==> src/rtl/booth_operand_feeder.sv <==
// Sequencer for the 16-bit sequential Booth multiplier: loads operands over the shared
// data bus, waits for done (with a watchdog), and returns the product over valid/ready.
module booth_operand_feeder #(
    parameter int unsigned WIDTH   = 16,
    parameter int unsigned TIMEOUT = 64
) (
    input  logic               clk,
    input  logic               rst,
    input  logic               in_valid,
    output logic               in_ready,
    input  logic [WIDTH-1:0]   in_a,
    input  logic [WIDTH-1:0]   in_b,
    output logic               mul_start,
    output logic [WIDTH-1:0]   mul_data,
    input  logic               mul_done,
    input  logic [2*WIDTH-1:0] mul_product,
    output logic               out_valid,
    input  logic               out_ready,
    output logic [2*WIDTH-1:0] out_product,
    output logic               out_timeout,
    output logic               busy
);
    localparam int unsigned CntW = $clog2(TIMEOUT) + 1;

    typedef enum logic [2:0] {StIdle, StLoadM, StHoldM, StWait, StResult} state_e;

    state_e               state_q, state_d;
    logic                 hold_valid_q, hold_valid_d;
    logic [WIDTH-1:0]     hold_a_q, hold_a_d, hold_b_q, hold_b_d;
    logic [WIDTH-1:0]     opa_q, opa_d, opb_q, opb_d;
    logic                 done_q, done_d;
    logic [CntW-1:0]      cnt_q, cnt_d;
    logic [2*WIDTH-1:0]   product_q, product_d;
    logic                 timeout_q, timeout_d;
    logic                 consume;
    logic                 done_edge;

    assign done_edge = mul_done & ~done_q;

    always_comb begin
        state_d      = state_q;
        hold_valid_d = hold_valid_q;
        hold_a_d     = hold_a_q;
        hold_b_d     = hold_b_q;
        opa_d        = opa_q;
        opb_d        = opb_q;
        done_d       = mul_done;
        cnt_d        = cnt_q;
        product_d    = product_q;
        timeout_d    = timeout_q;
        consume      = 1'b0;

        // No same-cycle bypass: a pair accepted now is consumed on a later cycle.
        if (in_valid && !hold_valid_q) begin
            hold_a_d     = in_a;
            hold_b_d     = in_b;
            hold_valid_d = 1'b1;
        end

        case (state_q)
            StIdle:  consume = hold_valid_q;
            StLoadM: state_d = StHoldM;
            StHoldM: begin
                state_d = StWait;
                cnt_d   = '0;
            end
            StWait: begin
                cnt_d = cnt_q + 1'b1;
                // A done edge wins over a simultaneous watchdog expiry.
                if (done_edge) begin
                    product_d = mul_product;
                    timeout_d = 1'b0;
                    state_d   = StResult;
                end else if (cnt_q == CntW'(TIMEOUT - 1)) begin
                    product_d = '0;
                    timeout_d = 1'b1;
                    state_d   = StResult;
                end
            end
            StResult: begin
                if (out_ready) begin
                    if (hold_valid_q) consume = 1'b1;
                    else              state_d = StIdle;
                end
            end
            default: state_d = StIdle;
        endcase

        if (consume) begin
            opa_d        = hold_a_q;
            opb_d        = hold_b_q;
            hold_valid_d = 1'b0;
            state_d      = StLoadM;
        end
    end

    always_ff @(posedge clk or posedge rst) begin
        if (rst) begin
            state_q      <= StIdle;
            hold_valid_q <= 1'b0;
            hold_a_q     <= '0;
            hold_b_q     <= '0;
            opa_q        <= '0;
            opb_q        <= '0;
            done_q       <= 1'b0;
            cnt_q        <= '0;
            product_q    <= '0;
            timeout_q    <= 1'b0;
        end else begin
            state_q      <= state_d;
            hold_valid_q <= hold_valid_d;
            hold_a_q     <= hold_a_d;
            hold_b_q     <= hold_b_d;
            opa_q        <= opa_d;
            opb_q        <= opb_d;
            done_q       <= done_d;
            cnt_q        <= cnt_d;
            product_q    <= product_d;
            timeout_q    <= timeout_d;
        end
    end

    always_comb begin
        mul_start = 1'b0;
        mul_data  = '0;
        case (state_q)
            StLoadM: begin
                mul_start = 1'b1;
                mul_data  = opa_q;
            end
            StHoldM: mul_data = opa_q;
            StWait:  mul_data = opb_q;
            default: mul_data = '0;
        endcase
    end

    assign in_ready    = ~hold_valid_q;
    assign out_valid   = (state_q == StResult);
    assign out_product = product_q;
    assign out_timeout = timeout_q;
    assign busy        = (state_q != StIdle);

endmodule

==> config.mk <==
export PLATFORM = sky130hd
export DESIGN_NAME = booth_operand_feeder
export DESIGN_NICKNAME = d
export VERILOG_FILES = /design/src/rtl/booth_operand_feeder.sv
export SDC_FILE = /design/constraint.sdc
export NUM_CORES = 1
export LEC_CHECK = 0
export BUFFER_PORTS_ARGS = -buffer_cell sky130_fd_sc_hd__buf_2
export CORE_ASPECT_RATIO = 0.75
export CORE_MARGIN = 8
export CORE_UTILIZATION = 43
export CTS_CLUSTER_SIZE = 12
export DETAILED_ROUTE_END_ITERATION = 6
export MAX_ROUTING_LAYER = met4
export PLACE_DENSITY = 0.67
export REMOVE_ABC_BUFFERS = 1
export SYNTH_ARGS = -nofsm -noshare
export SYNTH_HDL_FRONTEND = slang
export SYNTH_SLANG_ARGS = --single-unit
==> constraint.sdc <==
create_clock -name clk -period 3.58 [get_ports clk]
set_clock_uncertainty 0.15 [all_clocks]
set_input_delay 0.179 -clock clk [delete_from_list [all_inputs] [get_ports clk]]
set_output_delay 0.179 -clock clk [all_outputs]
set_load 0.02 [all_outputs]
# After elaboration in Yosys (flattened, before gate mapping)
# Index checks and enable logic that the tools add are counted.
dict set report word_totals {
  register_bits 109
  latch_bits 0
  mem_bits_rw 0
  romBits 0
  in_bits 69
  out_inout_bits 53
  word_cells 51
  mem_count 0
}
dict set report classes {
  addsub 1
  mul 0
  n_div 0
  magnitude_cmp 0
  n_eq_ne 9
  n_shift 0
  muxes 18
  n_bitwise 3
  reduce_logical 10
}
# operator count
set ops {}
lappend ops {{two-way mux 32 bit} 2}
lappend ops {{one-hot mux 16 bit (2 select lines)} 1}
lappend ops {{two-way mux 3 bit} 5}
lappend ops {{one-hot mux 3 bit (5 select lines)} 1}
lappend ops {{one-hot mux 7 bit (2 select lines)} 1}
lappend ops {{adder 7 x 1 -> 7 bit (second input constant)} 1}
lappend ops {{== test 7 x 6 -> 1 bit (second input constant)} 1}
lappend ops {{two-way mux 1 bit} 7}
lappend ops {{== test 3 x 2 -> 1 bit (second input constant)} 2}
lappend ops {{nonzero test 2 bit} 3}
lappend ops {{inequality test 4 bit (second input constant)} 1}
lappend ops {{AND reduction 4 bit} 1}
lappend ops {{== test 3 x 1 -> 1 bit (second input constant)} 1}
lappend ops {{== test 3 bit (second input constant)} 1}
lappend ops {{logical NOT 3 bit} 1}
lappend ops {{inequality test 3 x 1 -> 1 bit (second input constant)} 1}
lappend ops {{inequality test 3 x 2 -> 1 bit (second input constant)} 1}
lappend ops {{nonzero test 3 bit} 1}
lappend ops {{inequality test 2 bit (second input constant)} 1}
lappend ops {{inverter 1 bit} 2}
lappend ops {{one-hot mux 1 bit (2 select lines)} 1}
lappend ops {{AND reduction 2 bit} 1}
lappend ops {{OR reduction 2 bit} 1}
lappend ops {{AND 1 bit} 1}
lappend ops {{2 further kinds} 2}

# Longest topological paths before layout
dict set report logic_depth {
  depth_word 5
  ltp_mapped 6
}

# Worst setup path after synthesis
# Ideal clock, no wire load.
dict set report synth_path {
  kind {flip-flop to flip-flop}
  from {register cnt_q[0]}
  to {register product_q[0] (netlist: out_product[0])}
  t_arrival_ns 1.296
  required_ns 3.299
  setup_slack_ns 2.003
  path_stages_with_launch 6
  n_path_buf 1
  period_less_slack_ns 1.577
  cell_sequence {dfrtp_1 -> ha_1 -> nand3_1 -> o21ai_2 -> buf_2 -> o211ai_1}
}
dict set report synth_between {
  elab_chain_cells 3
}
# item line
set synth_lines {}
lappend synth_lines {{from (decl)} 32} ;# logic [CntW-1:0] cnt_q, cnt_d;
lappend synth_lines {{from (signal assigned)} 117} ;# cnt_q <= cnt_d;
lappend synth_lines {{== test 7 x 6 -> 1 bit} 74} ;# end else if (cnt_q == CntW'(TIMEOUT - 1)) begin
lappend synth_lines {{nonzero test 2 bit (no line)} --}
lappend synth_lines {{AND reduction 2 bit (no line)} --}
lappend synth_lines {{to (signal assigned)} 118} ;# product_q <= product_d;
lappend synth_lines {{to (decl)} 33} ;# logic [2*WIDTH-1:0] product_q, product_d;
# Every way passes these cells.
# A chain may end at the register's enable or synchronous reset.

# Worst setup path after layout
dict set report layout_path {
  from {register state_q[0]}
  to {output port mul_data[11]}
}
dict set report layout_between {
  elab_chain_cells 3
}
# item line
set layout_lines {}
lappend layout_lines {{from (decl)} 27} ;# state_e state_q, state_d;
lappend layout_lines {{from (signal assigned)} 99} ;# state_q <= StIdle;
lappend layout_lines {{from (signal assigned)} 110} ;# state_q <= state_d;
lappend layout_lines {{== test 3 x 2 -> 1 bit or == test 3 x 1 -> 1 bit (tied branches)} 126} ;# case (state_q)
lappend layout_lines {{OR reduction 2 bit (no line)} --}
lappend layout_lines {{one-hot mux 16 bit (2 select lines) *} 126}
lappend layout_lines {{to (decl)} 14} ;# output logic [WIDTH-1:0] mul_data,
# Every way passes the cells marked *; elsewhere a longest branch is shown, timed or not.

==> flow_metrics.tcl <==
set metrics [dict create \
    clk_latency_ps 340 \
    avgViaCountPerCell 5.25 \
    setup_viol 0 \
    final_max_slew_viol_count 0 \
    cts_root_buf "clkbuf_16" \
    route.detailed.drc 0 \
    synth_most_common_cell "dfrtp_1" \
    slowest_stage "nor2_2" \
    synth_fa_ha_area_frac 0.00253 \
    synth-xor-area-share 0.00177 \
    worst_pin_slew_ps 935 \
    cp_num_buf_inv 1 \
    clockBufferDepth 2 \
    outcome "completed" \
    cts_tree "yes" \
    rsz0062_at_grt "false" \
    r2r_end "state_q[0]" \
    wl_per_cell_um 17.7 \
    crit_chain "xnor2_1 -> nor2_2 -> a22o_1 -> buf_2" \
    synth_top_area_frac 0.552 \
    timing.final.crit_period_ps 2520 \
    syn_inst 399 \
    antennaDiodeCount 0 \
    core_um2 11400 \
    cp.required_ps 3250 \
    synth.area.mux_share 0.167 \
    synthTopCellsByArea "dfrtp_1, mux2_4, mux2_2, nand4b_1, o211ai_1" \
    place.gp.congestion 0.756 \
    yosys-top-cells-count "dfrtp_1, nand2_1, inv_1, o211ai_1, nand4b_1" \
    cpPeakStageDelay_ps 630 \
    first_iter_violations 158 \
    nets 628 \
    die_area_um2 15200 \
    cts_buffers 9 \
    total_leakage_power_nw 3.18 \
    grtUsageTotal 0.174 \
    ys_warn_count 0 \
    synth_top_family_by_area "multiplexers" \
    grt_max_degree 73 \
    grt_pass1_wl_um 20700 \
    async_flop_share 1.00 \
    port_buffers 121 \
    worstHoldStart "mul_product[21]" \
    hpwl_um 7890 \
    grt_overflow_total 0 \
    numClockSinks 109 \
    rows 34 \
    synth_compound_area_frac 0.0987 \
    ys_types 37 \
    synthSimpleGateAreaFrac 0.118 \
    clk_pin_slew_worst_paths_ps 70 \
    yosysTopAreaCell "dfrtp_1" \
    hold_violations 0 \
    period_share 0.705 \
    cp-end-kind "output port" \
    path_max_fanout 16 \
    synth_edf_count 0 \
    synth_area_um2 4940 \
    wl_um 12500 \
    grt_pass1_vias 3925 \
    start_util 0.434 \
    critPathLaunchType "register" \
    worstHoldPathType "primary input to register" \
    r2r_start "cnt_q[0]" \
    synth-seq-area-share 0.552 \
    hold_ws_ps 5.74 \
    whs_endpoint "out_product[21]" \
    cap_viol_max_count 0 \
    vias 3709 \
    arrival_ps 2190 \
    ant_nets 0 \
    post_cts_buffers 0 \
    drt_pass1_iterations 4 \
    fmax_mhz 396 \
    chipHeight_um 109 \
    ys_ff_latch 109 \
    hold-path-cell-count 3 \
    fin_tns_setup_ps 0 \
    chipWidth_um 140 \
    ioPinCount 122 \
    drive_above_1_share 0.365 \
    antenna_found_initial 0 \
    cellPowerDensity_nw_per_um2 889 \
    r2r_cells 5 \
    syn2layout_area_growth_pct 30.6 \
    crit_family "simple AND/OR/NAND/NOR gates" \
    r2r_slack_ps 1320 \
    worstSetupPathType "register to output port" \
    vdd_drop_max_mv 0.471 \
    slew_headroom 0.376 \
    syn_area_per_cell_um2 12.4 \
    cts_max_level 3 \
    ys.flop_type "dfrtp_1" \
]
==> how the worst max path moves through the flow <==
stage                     startpoint            to  slack [ps]  cells past startpoint
final                     state_q[0]  mul_data[11]        1060                      4
after global placement      cnt_q[0]    state_q[0]        1410                      5
after global routing      state_q[0]  mul_data[11]         920                      4
after CTS                 state_q[0]   mul_data[5]        1040                      4
after detailed placement  state_q[0]     opa_q[15]        1360                      3
after floorplan                  rst      cnt_q[0]         380                      1
==> metrics by stage <==
| stage | cell area (um^2) | utilization | setup WS [ps] | power (mW) | cells |
|---|---|---|---|---|---|
| floorplan | 4780 | - | 377 | 3.85 | 369 |
| global placement | 5620 | 0.493 | 1410 | 4.55 | 639 |
| detailed placement | 5620 | 0.493 | 1360 | 4.65 | 639 |
| CTS | 6460 | 0.566 | 1040 | 5.79 | 706 |
| global route | 6460 | 0.566 | 923 | 6.12 | 706 |
| finish | 6460 | 0.566 | 1060 | 5.74 | 706 |
==> layout make-up <==
class | count | area (um^2)
Sequential cell | 109 | 2730
Timing Repair Buffer | 178 | 1160
Clock buffer | 9 | 225
Tap cell | 144 | 180
Clock inverter | 6 | 93.8
Multi-Input combinational cell | 224 | 1930
Inverter | 36 | 138
Fill cell | 940 | 4940
==> worst reg2reg max path, delay by kind of cell (launching register included) <==
family / cells / cell delay (ps)
buffers and inverters: 1 / 370
DFF: 1 / 400
and+or+nand+nor: 1 / 200
adders and majority gates: 1 / 210
AOI/OAI and AO/OA: 2 / 770
==> registers in the layout, summed over array words and instances (netlist names) <==
signal / count
cnt_q: 7
done_q: 1
hold_a_q: 16
hold_b_q: 16
hold_valid_q: 1
opa_q: 16
opb_q: 16
out_product: 32
out_timeout: 1
state_q: 3
==> per-layer routing <==
metal,global-route usage,vias to the layer above,wire [um]
li1,-,1736,-
met1,0.217,1836,5650
met2,0.275,126,5860
met3,0.0538,11,857
met4,0.0355,0,125
met5,-,-,0
==> cells by family after synthesis <==
| kind of cell | Yosys count |
|---|---|
| AO/OA/AOI/OAI | 64 |
| XOR/XNOR | 1 |
| adder cells (fa/ha/maj) | 1 |
| buffers and inverters | 66 |
| flip-flops | 109 |
| multiplexers | 64 |
| AND/OR/NAND/NOR | 94 |
==> where the power goes <==
group | total, mW | switching [mW] | internal, mW | leakage [nW]
logic | 2.51 | 1.35 | 1.16 | 1.79
clock network | 1.07 | 0.459 | 0.616 | 0.153
registers | 2.16 | 0.385 | 1.78 | 1.23
==> repair_timing <==
action | 4_1_cts | 5_1_grt
hold buffers | 52 | 0
gates resized for setup | 0 | 0
endpoints found under the hold margin | 121 | 0
==> placed cells by master, fill, tap and decap left out, drive strengths merged, types with 2 or more instances in the layout <==
cell type	Yosys	layout
a22o	18	18
mux2	64	64
nand3	4	4
buf	22	126
nand2	39	39
inv	36	38
nor2b	2	2
o22ai	2	2
o21ai	5	5
or4	2	2
dlygate4sd3	0	52
o211ai	34	34
or3	2	2
dfrtp	109	109
nand2b	3	3
a21oi	2	2
nor2	2	2
bufinv	0	2
nand4b	32	32
nand3b	3	3
clkbuf	8	9
Note: power is estimated with default switching activity, not from simulation.
